### src/rtl/audio_clken_gen.sv
// Multi-channel fractional clock-enable generator: per-channel phase-accumulator NCO
// feeding a half-period divider, with shadowed config applied at the 1->0 boundary.
module audio_clken_gen #(
  parameter int NUM_CH = 2,
  parameter int ACC_W  = 32,
  parameter int DIV_W  = 8
) (
  input  logic              clkin,
  input  logic              reset,
  input  logic [NUM_CH-1:0] ch_en,
  input  logic              cfg_valid,
  output logic              cfg_ready,
  input  logic [2:0]        cfg_ch,
  input  logic [ACC_W-1:0]  cfg_inc,
  input  logic [DIV_W-1:0]  cfg_div,
  output logic [NUM_CH-1:0] clk_o,
  output logic [NUM_CH-1:0] rise_o,
  output logic [NUM_CH-1:0] fall_o,
  output logic [NUM_CH-1:0] pend_o
);

  logic [7:0] pend_pad;
  logic       ch_in_range;
  logic       cfg_accept;

  // Pad pend to the full 3-bit channel space so out-of-range indices read as 0.
  always_comb begin
    pend_pad = '0;
    pend_pad[NUM_CH-1:0] = pend_o;
  end

  assign ch_in_range = ({1'b0, cfg_ch} < 4'(NUM_CH));
  assign cfg_ready   = ch_in_range ? !pend_pad[cfg_ch] : 1'b1;
  assign cfg_accept  = cfg_valid && cfg_ready;

  for (genvar g = 0; g < NUM_CH; g++) begin : g_ch
    logic [ACC_W-1:0] acc;
    logic [ACC_W-1:0] inc_act;
    logic [ACC_W-1:0] inc_shd;
    logic [DIV_W-1:0] div_act;
    logic [DIV_W-1:0] div_shd;
    logic [DIV_W-1:0] divcnt;
    logic             pend_q;
    logic             clk_q;
    logic             rise_q;
    logic             fall_q;
    logic [ACC_W:0]   sum;
    logic             carry;
    logic             tc;
    logic             wr;

    assign sum   = {1'b0, acc} + {1'b0, inc_act};
    assign carry = sum[ACC_W];
    assign tc    = (divcnt == '0);
    assign wr    = cfg_accept && (cfg_ch == 3'(g));

    always_ff @(posedge clkin or posedge reset) begin
      if (reset) begin
        acc     <= '0;
        inc_act <= '0;
        inc_shd <= '0;
        div_act <= '0;
        div_shd <= '0;
        divcnt  <= '0;
        pend_q  <= 1'b0;
        clk_q   <= 1'b0;
        rise_q  <= 1'b0;
        fall_q  <= 1'b0;
      end else begin
        rise_q <= 1'b0;
        fall_q <= 1'b0;
        // A write is only accepted while pend is clear, so it never collides with an apply.
        if (wr) begin
          inc_shd <= cfg_inc;
          div_shd <= cfg_div;
          pend_q  <= 1'b1;
        end
        if (!ch_en[g]) begin
          acc    <= '0;
          clk_q  <= 1'b0;
          divcnt <= div_act;
          if (pend_q) begin
            inc_act <= inc_shd;
            div_act <= div_shd;
            divcnt  <= div_shd;
            pend_q  <= 1'b0;
          end
        end else begin
          acc <= sum[ACC_W-1:0];
          if (carry) begin
            if (!tc) begin
              divcnt <= divcnt - DIV_W'(1);
            end else begin
              clk_q  <= !clk_q;
              divcnt <= div_act;
              rise_q <= !clk_q;
              fall_q <= clk_q;
              // Period boundary: the falling toggle; acc keeps running for phase continuity.
              if (clk_q && pend_q) begin
                inc_act <= inc_shd;
                div_act <= div_shd;
                divcnt  <= div_shd;
                pend_q  <= 1'b0;
              end
            end
          end
        end
      end
    end

    assign clk_o[g]  = clk_q;
    assign rise_o[g] = rise_q;
    assign fall_o[g] = fall_q;
    assign pend_o[g] = pend_q;
  end

endmodule

### config.mk
export PLATFORM = sky130hd
export DESIGN_NAME = audio_clken_gen
export DESIGN_NICKNAME = d
export VERILOG_FILES = /design/src/rtl/audio_clken_gen.sv
export SDC_FILE = /design/constraint.sdc
export NUM_CORES = 1
export LEC_CHECK = 0
export ABC_AREA = 1
export BUFFER_PORTS_ARGS = -buffer_cell sky130_fd_sc_hd__buf_2
export CAP_MARGIN = 20
export CORE_MARGIN = 5
export CORE_UTILIZATION = 60
export DETAILED_ROUTE_END_ITERATION = 10
export HOLD_SLACK_MARGIN = 0.1
export PLACE_DENSITY = 0.9
export SETUP_SLACK_MARGIN = 0.1
export SYNTH_ARGS = -nofsm -noshare
export SYNTH_HDL_FRONTEND = slang
export SYNTH_SLANG_ARGS = --single-unit
### constraint.sdc
create_clock -name clkin -period 25.7 [get_ports clkin]
set_input_delay 5.14 -clock clkin [delete_from_list [all_inputs] [get_ports clkin]]
set_output_delay 5.14 -clock clkin [all_outputs]
set_load 0.1 [all_outputs]
* Yosys cells after proc, flatten, opt, wreduce, memory -nomap -nowiden *
Cells that the tools add are included.

storage, ports and cells
  output and inout port bits = 9
  register bits after elaboration = 248

cells by class
  $add $sub $neg = 4
  $lt $le $gt $ge = 2
  mux-type cells = 61
  eq/ne operators = 7
  reductions and logical operators = 17

operators with widths
  cell                                                                          count
  32-bit 2-to-1 mux                                                             12
  8-bit 2-to-1 mux                                                              16
  32-bit by 32-bit adder with 33-bit output                                     2
  1-bit 2-to-1 mux                                                              32
  8-bit logical NOT                                                             2
  8-bit by 1-bit subtractor with 8-bit output, second input constant            2
  2-bit by 1-bit inequality test with 1-bit output, second input constant       6
  4-bit AND reduction                                                           2
  1-bit logical AND                                                             5
  3-bit by 4-bit less-than comparator with 1-bit output, second input constant  1
  2-bit AND reduction                                                           2
  2-bit nonzero test                                                            2
  1-bit binary-select mux with 3-bit select                                     1
  3-bit by 1-bit == test with 1-bit output, second input constant               1
  1-bit logical NOT                                                             3
  3-bit logical NOT                                                             1
  3-bit by 2-bit less-than comparator with 1-bit output, second input constant  1

* Longest topological paths before layout *
  depth after elaboration = 11
  depth in mapped cells = 16
  gate-level depth less buffers = 15

* Worst setup path before layout *
No wires, ideal clock.

  path type = input -> output
  from = in cfg_ch[0]
  to = out cfg_ready
  data arrival time = 5.762 ns
  slack = 14.798 ns
  cell stages on the path = 5
  required time = 20.560 ns
  path buffers = 0
  cells stage by stage = inv_1 > nor2_1 > inv_1 > o21ai_1 > nand2_2

between the ends
  longest elaborated chain between the ends = 4

ends and longest elaborated chain
  what                                       line  text
  start, declared                            13    input logic [2:0] cfg_ch,
  1-bit binary-select mux with 3-bit select  33    assign cfg_ready = ch_in_range ? !pend_pad[cfg_ch] : 1'b1;
  1-bit 2-to-1 mux (implied by the code)     33
  1-bit logical NOT                          33
  1-bit 2-to-1 mux (*)                       33
  end, declared                              12    output logic cfg_ready,

Mark *: on every way between the ends. The rest lies on a longest branch, timed or not. The select of a mux whose other input is x is not followed.

* Worst setup path after layout *
Same ends and word-level chain as after synthesis.

==> impl_metrics.xml <==
<?xml version="1.0" encoding="UTF-8"?>
<metrics>
  <group name="timing">
    <metric name="max-slew-margin-rel" unit="%">34.51</metric>
    <metric name="final_period_demand_of_the_worst_path" unit="ns">11.14</metric>
    <metric name="layout_setup_ws" unit="ns">14.56</metric>
    <metric name="report.final.slew_viol_count" unit="">0</metric>
    <metric name="setup_violations" unit="">0</metric>
    <metric name="rsz0062_at_grt" unit="">false</metric>
    <metric name="final_hold_fails" unit="">0</metric>
    <metric name="finalCritPeriodShare" unit="%">43.35</metric>
    <metric name="worst_pin_slew" unit="ns">0.9800</metric>
    <metric name="timing.fmax" unit="MHz">89.75</metric>
    <metric name="timing.clock.skew" unit="ns">0.02036</metric>
    <metric name="final.setup.tns" unit="ns">0</metric>
  </group>
  <group name="hold_path">
    <metric name="hold_path.class" unit="">reg -&gt; reg</metric>
  </group>
  <group name="place">
    <metric name="dpl.cell_count" unit="">2365</metric>
    <metric name="place.port_buffers" unit="">56</metric>
    <metric name="pre_cts_ws" unit="ns">14.58</metric>
    <metric name="post-dp-hpwl" unit="um">26310</metric>
    <metric name="final_weighted_congestion_in_routability_driven_placement" unit="">0.9072</metric>
  </group>
  <group name="setup_path">
    <metric name="timing.critical_path.to_type" unit="">output pin</metric>
    <metric name="worst_path_largest_cell_delay" unit="ns">0.43</metric>
    <metric name="worst-r2r-setup-slack" unit="ns">21.97</metric>
    <metric name="timing_worst_setup_path_type" unit="">in -&gt; out</metric>
    <metric name="critical_path_arrival" unit="ns">6.00</metric>
    <metric name="crit_fanout" unit="">3</metric>
    <metric name="required" unit="ns">20.56</metric>
    <metric name="setup.worst_path.start_class" unit="">input pin</metric>
    <metric name="crit_chain" unit="">buf_2, inv_1, nor2_1, inv_1, o21ai_1, nand2_2, buf_2</metric>
    <metric name="critical-path-slowest-cell" unit="">sky130_fd_sc_hd__buf_2</metric>
  </group>
  <group name="floorplan">
    <metric name="die_h" unit="um">167.1</metric>
    <metric name="rows" unit="">57</metric>
    <metric name="fp.coreArea" unit="um^2">24320</metric>
    <metric name="start_util" unit="%">60.87</metric>
    <metric name="die_w" unit="um">167.1</metric>
    <metric name="io_pins" unit="">57</metric>
    <metric name="fp.dieArea" unit="um^2">27910</metric>
  </group>
  <group name="cells_and_area">
    <metric name="final-instance-count-excl-fill" unit="">2418</metric>
    <metric name="layout-area-overhead-vs-synth" unit="%">8.469</metric>
    <metric name="final_layout_size_suffix_gt1_share" unit="%">8.222</metric>
    <metric name="final_nets" unit="">2189</metric>
  </group>
  <group name="synthesis">
    <metric name="postSynthRegisterBits" unit="">248</metric>
    <metric name="ys_async_sr_fraction" unit="%">100.0</metric>
    <metric name="avgSynthCellArea" unit="um^2">7.239</metric>
    <metric name="synth_largest_type_area_fraction" unit="%">41.92</metric>
    <metric name="synthesis.nets" unit="">2163</metric>
    <metric name="synth_enable_flop_cells" unit="">0</metric>
    <metric name="yosysTopAreaCell" unit="">sky130_fd_sc_hd__dfrtp_1</metric>
    <metric name="synthTopCellsByArea" unit="">sky130_fd_sc_hd__dfrtp_1 (42%), sky130_fd_sc_hd__nand2_1 (17%), sky130_fd_sc_hd__inv_1 (6.6%)</metric>
    <metric name="syn_inst" unit="">2045</metric>
    <metric name="synthDistinctLibCells" unit="">41</metric>
    <metric name="ys_warn_count" unit="">0</metric>
    <metric name="synth_top_flop_cell" unit="">sky130_fd_sc_hd__dfrtp_1</metric>
    <metric name="share_of_the_yosys_chip_area_belonging_to_registers" unit="%">41.92</metric>
    <metric name="synth_area" unit="um^2">14800</metric>
  </group>
  <group name="detailed_routing">
    <metric name="detailedRoute.firstPassIterationCount" unit="">6</metric>
    <metric name="initialDrtViolationCount" unit="">1375</metric>
    <metric name="route.vias.total" unit="">13450</metric>
    <metric name="post_detailed_route_wirelength_per_cell" unit="um">15.42</metric>
    <metric name="route.detailed.vias_per_inst" unit="">5.563</metric>
    <metric name="wl" unit="um">37280</metric>
    <metric name="drtAntennaViolNets" unit="">0</metric>
    <metric name="post-route-drc-count" unit="">0</metric>
  </group>
  <group name="job">
    <metric name="cap_viol_max_count" unit="">0</metric>
  </group>
  <group name="power_and_ir_drop">
    <metric name="power.switching_fraction" unit="%">37.91</metric>
    <metric name="clock_power_share" unit="%">27.8</metric>
    <metric name="total_leakage_power" unit="nW">9.097</metric>
    <metric name="power_frac_seq" unit="%">38.6</metric>
    <metric name="p_int" unit="W">0.0009213</metric>
    <metric name="power_share_of_the_combinational_group" unit="%">33.6</metric>
    <metric name="total_switching_power" unit="W">0.0005625</metric>
    <metric name="peakVddDrop" unit="uV">50.40</metric>
    <metric name="pwrdens" unit="nW/um^2">92.41</metric>
  </group>
  <group name="grt">
    <metric name="grt_use_total" unit="%">26.70</metric>
    <metric name="antenna_found_initial" unit="">1</metric>
    <metric name="grt_max_degree" unit="">99</metric>
    <metric name="via_count_of_the_first_global_routing_pass" unit="">13180</metric>
    <metric name="first_pass_grt_wire_length" unit="um">62860</metric>
    <metric name="gr-total-overflow" unit="">0</metric>
  </group>
  <group name="clock_tree">
    <metric name="ctsRootBufferMaster" unit="">sky130_fd_sc_hd__clkbuf_16</metric>
    <metric name="cts_num_sinks" unit="">248</metric>
    <metric name="clock_tree.buffer_depth" unit="">3</metric>
    <metric name="htree_num_levels" unit="">1</metric>
    <metric name="cts.reportedPaths.clkPinSlew" unit="ns">0.06</metric>
    <metric name="cts.repair_timing.setup_buffer_count" unit="">0</metric>
    <metric name="hold_buffers" unit="">0</metric>
    <metric name="tritoncts_clock_tree" unit="">yes</metric>
    <metric name="cts_resized" unit="">0</metric>
    <metric name="cts_inserted_buffers" unit="">27</metric>
    <metric name="clkLatencyLatePin" unit="ns">0.54</metric>
  </group>
  <group name="status">
    <metric name="run_status" unit="">complete, no violations</metric>
  </group>
</metrics>
==> cell usage after synthesis (all sizes together), types with 8 or more instances <==
| library cell | instances |
|---|---|
| nand2 | 702 |
| inv | 268 |
| dfrtp | 248 |
| nor2 | 175 |
| o21ai | 162 |
| nand3 | 147 |
| a21oi | 118 |
| ha | 68 |
| buf | 50 |
| nor3 | 27 |
| clkbuf | 16 |
| nand4 | 12 |
| o21bai | 10 |
| xnor2 | 8 |
==> logic make-up (layout without fill, tap and decap cells) <==
logic type	after synthesis	in the layout	share of synthesized area, %
AND/OR/NAND/NOR	1071	1071	30.27
AO/OA/AOI/OAI	307	307	10.95
buffers and inverters	335	382	10.02
XOR/XNOR	14	14	0.8283
other	0	2	0
adder cells (fa/ha/maj)	70	70	6.018
flip-flops	248	248	41.92
==> cell usage in the layout, fill, tap and decap left out, drive strengths merged <==
master	instances
o221ai	2
and3	1
nor4	2
xnor2	8
o211ai	6
nand3b	2
o22ai	1
buf	63
nor3	27
dfrtp	248
clkbuf	33
inv	271
a21o	6
nand3	147
o21bai	10
diode	2
nand2	702
bufinv	4
fa	2
o21ai	162
o21a	2
xor2	6
clkinvlp	3
nor2	175
nand4	12
or2	3
ha	68
clkinv	8
a21oi	118
==> path summary, 6_finish.rpt <==
kind / startpoint / end / cells after the start
setup / recovery: cfg_ch[0] / cfg_ready / 7
hold / removal: g_ch[1].inc_act[30] / g_ch[1].inc_act[30] / 2
setup reg to reg: g_ch[0].inc_act[0] / g_ch[0].inc_act[16] / 16
hold reg to reg: g_ch[1].inc_act[30] / g_ch[1].inc_act[30] / 2
max in group asynchronous: reset / g_ch[1].inc_act[26] / 3
min in group asynchronous: reset / g_ch[1].div_act[5] / 2
==> critical path, delay by kind of cell <==
| family | cells | cell delay (ns) |
|---|---|---|
| AOI/OAI and AO/OA | 1 | 0.08 |
| buffers and inverters | 4 | 0.66 |
| and+or+nand+nor | 2 | 0.12 |
==> cell type report <==
cell class                 count  area [um^2]
clock buffer                  33        738.2
antenna                        2        5.005
multi-input combinational   1462         7114
fill                        1952         8263
clock inverter                17        217.7
inverter                     269         1017
sequential                   248         6206
tap                          324        405.4
timing repair buffer          63        352.8
==> per-layer routing <==
metal	global-route usage [%]	wire (um)	up-vias	part of all wire (%)
met5	0	0	-	0
met4	10.32	1346	0	3.6
met3	4.053	2412	106	6.5
met2	45.26	18090	496	49
met1	34.72	15430	6307	41
li1	-	-	6543	-
==> flip-flops by register name, indices dropped and copies added (netlist names) <==
name and flops:
g_ch.acc 64, g_ch.clk_q 2, g_ch.div_act 16, g_ch.div_shd 16, g_ch.divcnt 16, g_ch.fall_q 2
g_ch.inc_act 64, g_ch.inc_shd 64, g_ch.pend_q 2, g_ch.rise_q 2
==> power groups by stage <==
stage	clock network, W	logic [W]	registers, W
finish	0.000412	0.000499	0.000572
global route	0.000436	0.000572	0.000583
CTS	0.000416	0.000493	0.000570
detailed placement	0	0.000485	0.000574
global placement	0	0.000460	0.000569
floorplan	0	0.000390	0.000551
==> through the flow <==
step	cell area (um^2)	hold slack [ns]	total power, W	util [%]
floorplan	14800	0.4419	0.0009404	-
global placement	15070	0.4585	0.001030	61.96
detailed placement	15070	0.4643	0.001058	61.96
CTS	16020	0.4861	0.001479	65.89
global route	16060	0.4983	0.001592	66.02
finish	16060	0.4850	0.001484	66.02
Note: power is estimated with default switching activity, not from simulation.
